## src/rtl/layer_param_loader.sv

```systemverilog
// Writer side of a Layer's weight/bias memories: packs eight 64-bit stream beats plus one bias beat
// into a row and issues one memory write per row. After the last row it pulses load_done.
module layer_param_loader #(
  parameter int unsigned addrsize    = 8,
  parameter int unsigned inputsize   = 4,
  parameter int unsigned neuroncount = 4
) (
  input  logic                clk,
  input  logic                rst,
  input  logic                start,
  input  logic                s_valid,
  output logic                s_ready,
  input  logic [63:0]         s_data,
  output logic                wr_en,
  output logic [addrsize-1:0] wr_addr,
  output logic [511:0]        wr_weight,
  output logic [63:0]         wr_bias,
  output logic                busy,
  output logic                load_done
);

  localparam int unsigned ROWS = neuroncount * inputsize;
  localparam logic [addrsize-1:0] LAST_ROW = addrsize'(ROWS - 1);

  typedef enum logic [2:0] {IDLE, COLLECT_W, COLLECT_B, WRITE, DONE} state_t;

  state_t              state_q, state_d;
  logic [2:0]          beat_q, beat_d;
  logic [addrsize-1:0] row_q, row_d;
  logic [511:0]        weight_q, weight_d;
  logic [63:0]         bias_q, bias_d;

  always_ff @(posedge clk or negedge rst) begin
    if (!rst) begin
      state_q  <= IDLE;
      beat_q   <= '0;
      row_q    <= '0;
      weight_q <= '0;
      bias_q   <= '0;
    end else begin
      state_q  <= state_d;
      beat_q   <= beat_d;
      row_q    <= row_d;
      weight_q <= weight_d;
      bias_q   <= bias_d;
    end
  end

  always_comb begin
    state_d   = state_q;
    beat_d    = beat_q;
    row_d     = row_q;
    weight_d  = weight_q;
    bias_d    = bias_q;
    s_ready   = 1'b0;
    wr_en     = 1'b0;
    busy      = 1'b0;
    load_done = 1'b0;
    unique case (state_q)
      IDLE: begin
        row_d  = '0;
        beat_d = '0;
        if (start) state_d = COLLECT_W;
      end
      COLLECT_W: begin
        s_ready = 1'b1;
        busy    = 1'b1;
        if (s_valid) begin
          weight_d[{beat_q, 6'd0} +: 64] = s_data;
          beat_d = beat_q + 3'd1;
          if (beat_q == 3'd7) state_d = COLLECT_B;
        end
      end
      COLLECT_B: begin
        s_ready = 1'b1;
        busy    = 1'b1;
        if (s_valid) begin
          bias_d  = s_data;
          state_d = WRITE;
        end
      end
      WRITE: begin
        wr_en = 1'b1;
        busy  = 1'b1;
        if (row_q == LAST_ROW) begin
          state_d = DONE;
        end else begin
          row_d   = row_q + 1'b1;
          beat_d  = '0;
          state_d = COLLECT_W;
        end
      end
      DONE: begin
        load_done = 1'b1;
        state_d   = IDLE;
      end
      default: state_d = IDLE;
    endcase
  end

  // Row data is held between writes; only wr_en qualifies it.
  assign wr_addr   = row_q;
  assign wr_weight = weight_q;
  assign wr_bias   = bias_q;

endmodule

```

## config.mk

```make
export PLATFORM = sky130hd
export DESIGN_NAME = layer_param_loader
export DESIGN_NICKNAME = d
export VERILOG_FILES = /design/src/rtl/layer_param_loader.sv
export SDC_FILE = /design/constraint.sdc
export NUM_CORES = 1
export LEC_CHECK = 0
export ABC_AREA = 1
export CAP_MARGIN = 10
export CORE_AREA = 2 2 254 256
export DETAILED_ROUTE_END_ITERATION = 10
export DIE_AREA = 0 0 256 258
export PLACE_DENSITY = 0.75
export SYNTH_ARGS = -nofsm -noshare
export SYNTH_HDL_FRONTEND = slang
export SYNTH_SLANG_ARGS = --single-unit
```

## constraint.sdc

```tcl
create_clock -name clk -period 2.75 [get_ports clk]
set_input_delay 0.4125 -clock clk [delete_from_list [all_inputs] [get_ports clk]]
set_output_delay 0.4125 -clock clk [all_outputs]
set_load 0.05 [all_outputs]
```

==> impl_results.md <==
* Final antenna-violating net count at 0
* Area delta synth->final at 41.4%
* GR Util met3 at under 10%
* Die ar. at approximately 66000 um2
* Synthesized net count at ~2800
* Max Cap Violations at 0
* Setup Viol. Count Final at 0
* Largest net degree at the start of global routing at around 130
* Per-cell routed wire length at around 22 um
* Worst vdd ir at 0.000777 V
* Status: complete, no violations
* Post-synthesis register bit count at 590
* Crit path DAT at 2170 ps
* Hpwl dp at 64500 um
* Critical Path Start Type: flip-flop
* Distinct cell type count after synthesis at 26
* Fin worst setup slack at between 150 and 200 ps
* Post-Synth Simple-Gate Area at 29.3%
* Inst Count DP at around 4100
* Setup bufs post-CTS at 0
* LEAKAGE at 16.8 nW
* Total clock buffers created by CTS at 61
* Met1 usage at a little over a third
* Syn Std Cell Area at roughly 24000 um2
* GR Util met2 at between 40% and 50%
* Initial antenna violation count at 4
* Hold Path Class: in -> async
* Slew Viols, Final at 0
* I/O Pins at 656
* CTS tree: yes
* Vias per cell at between 5 and 6
* Die Y at 258 um
* Sequential fraction of the synthesis area at between 60% and 70%
* F_max at slightly below 0.4 GHz
* Clock transition at the registers of the reported paths at 70 ps
* Fin crit share at between 90% and 100%
* GP Congestion at between 0.8 and 0.9
* Port bufs at 655
* Clock Sinks at just under 600
* GR Overflow Total at 0
* Syn Inst Count at between 2000 and 3000
* Die X at ~260 um
* Row count at between 90 and 100
* Global Route Usage Sum at 28.1%
* Core area at between 60000 and 70000 um2
* Crit. Startpoint: state_q[0]
* Critical path fanouts, max at 6
* Place WS at roughly 350 ps
* RR Startpoint: beat_q[0]
* Cell area power density at about 1100 nW/um2
* Drt total wl at ~95000 um
* Initial Utilization at between 30% and 40%
* Setup Crit Path Kind: reg -> out
* Non-Filler Instances at ~4300
* First-pass GRT wire length at around 140000 um
* Post-Synth Adder-Cell Area at less than 1%
* CTS Buffer Depth at 3
* Setup TNS at 0 ps
* Final period demand of the worst path at 2580 ps
* Syn Area/Cell at 8.80 um2
* Final Hold Fails at 0
* Leading area contributor after synthesis: dfrtp_1
* Synth warnings at 0
* H-tree depth at 2
* CTS Root Cell: clkbuf_16
* Top-area cell type share of the netlist area at 61.1%
* Layout Skew at 26.0 ps
* Ratio of cells with drive above 1 in the final layout at between 7 and 8%
* Synth Area in Compound Gates at about 4.2%
* Drt pass-1 iters at 6
* Slew HR at 35.6%
* Combinational family with the most area after synthesis: simple AND/OR/NAND/NOR gates
* Via count at 22158
* Busiest grt layer: met2
* CP required at approximately 2300 ps
* XOR/XNOR share of the synthesized area at 0.0724%
* Initial DRC Count at ~1800
* Vias in the first global route at about 21000
* Worst-Margin Slew at between 900 and 1000 ps
* Clock Latency Late Sink at around 630 ps
* Mux cell area share after synthesis at 0%
* Top post-synthesis cells by area: dfrtp_1 61%, nand2_1 17%, nand3_1 7.1%
* Total Nets Final at between 3000 and 4000
* Drc violations at 0
* RSZ-0062 raised after global routing: false
* CP endpoint kind: primary output
-- synth_stat cells (all sizes together) --
cell	n
a21oi	2
xor2	2
nand4	3
ha	9
nor3	131
or2	2
o21bai	1
nand2	1097
nor2	85
dfrtp	590
o21ai	199
nand3b	1
nand3	345
clkbuf	104
inv	87
buf	89
-- cell usage in the layout (no fill, tap or decap), drive strengths merged, types with 2 or more instances in the layout --
cell type	synthesis	layout
dlygate4sd2	0	2
clkinv	0	14
nand3	345	345
bufinv	0	6
nor2	85	85
o21ai	199	199
diode	0	2
nor3	131	131
buf	89	76
inv	87	87
nand2	1097	1097
clkdlybuf4s50	0	651
xor2	2	2
nand4	3	3
a21oi	2	2
ha	9	9
or2	2	2
clkinvlp	0	2
dfrtp	590	590
clkbuf	104	90
-- critical path: stages, from the launching register on --
cell and delay [ps]:
dfrtp_1 440, nor2_1 290, nand2_1 120, nand2_1 100
dlygate4sd2_1 580
-- logic make-up after synthesis --
kind of cell | count (synthesis)
buf+inv | 280
compound gates | 202
flops | 590
xor+xnor | 2
fa+ha+maj | 9
simple gates | 1664
-- through the flow --
| step | utilization, % | total power [mW] | instance area (um2) | hold WS (ps) |
|---|---|---|---|---|
| floorplan | - | 21.3 | 24200 | 117 |
| global placement | 50.4 | 27.3 | 32100 | 422 |
| detailed placement | 50.4 | 27.5 | 32100 | 425 |
| CTS | 53.7 | 36.3 | 34200 | 334 |
| global route | 53.7 | 37.6 | 34200 | 371 |
| finish | 53.7 | 36.1 | 34200 | 362 |
-- per-layer routing --
metal  vias to the layer above  part of all wire [%]
li1                      10026                     -
met3                       210                   8.6
met2                      1039                    47
met1                     10879                    39
met4                         4                   4.4
met5                         -                 0.025
-- path summary, 6_finish.rpt --
kind / endpoint / slack [ps] / cells after the start
worst max-delay path: s_ready / 170 / 4
worst min-delay path: wr_bias[23] / 360 / 2
worst max register to register: wr_weight[368] / 310 / 9
worst min register to register: wr_weight[163] / 470 / 2
max in group asynchronous: wr_weight[430] / 1470 / 3
min in group clk: wr_weight[297] / 370 / 3
-- registers in the layout, summed over array words and instances (netlist names) --
signal and cells:
wr_addr 8, wr_bias 64, wr_weight 512, beat_q 3
state_q 3
-- power breakdown --
part	internal, mW	switching (mW)
sequential	10.4	1.06
combinational	4.42	11.5
clock	5.16	3.61
total	20.0	16.1
-- timing repair --
action | CTS | global route
gates resized for setup | 2 | 0
hold buffers | 1 | 0
hold endpoints to repair | 44 | 0
endpoints found under the setup margin | 2 | 0
-- layout make-up --
type / instances / area, um2
Fill cell: 5667 / 29500
Tap cell: 855 / 1070
Timing Repair Buffer: 730 / 7520
Sequential cell: 590 / 14800
Clock buffer: 90 / 1830
Multi-Input combinational cell: 1877 / 8370
Antenna cell: 2 / 5.00
Inverter: 87 / 333
Clock inverter: 22 / 303
(Power assumes the default switching activity.)
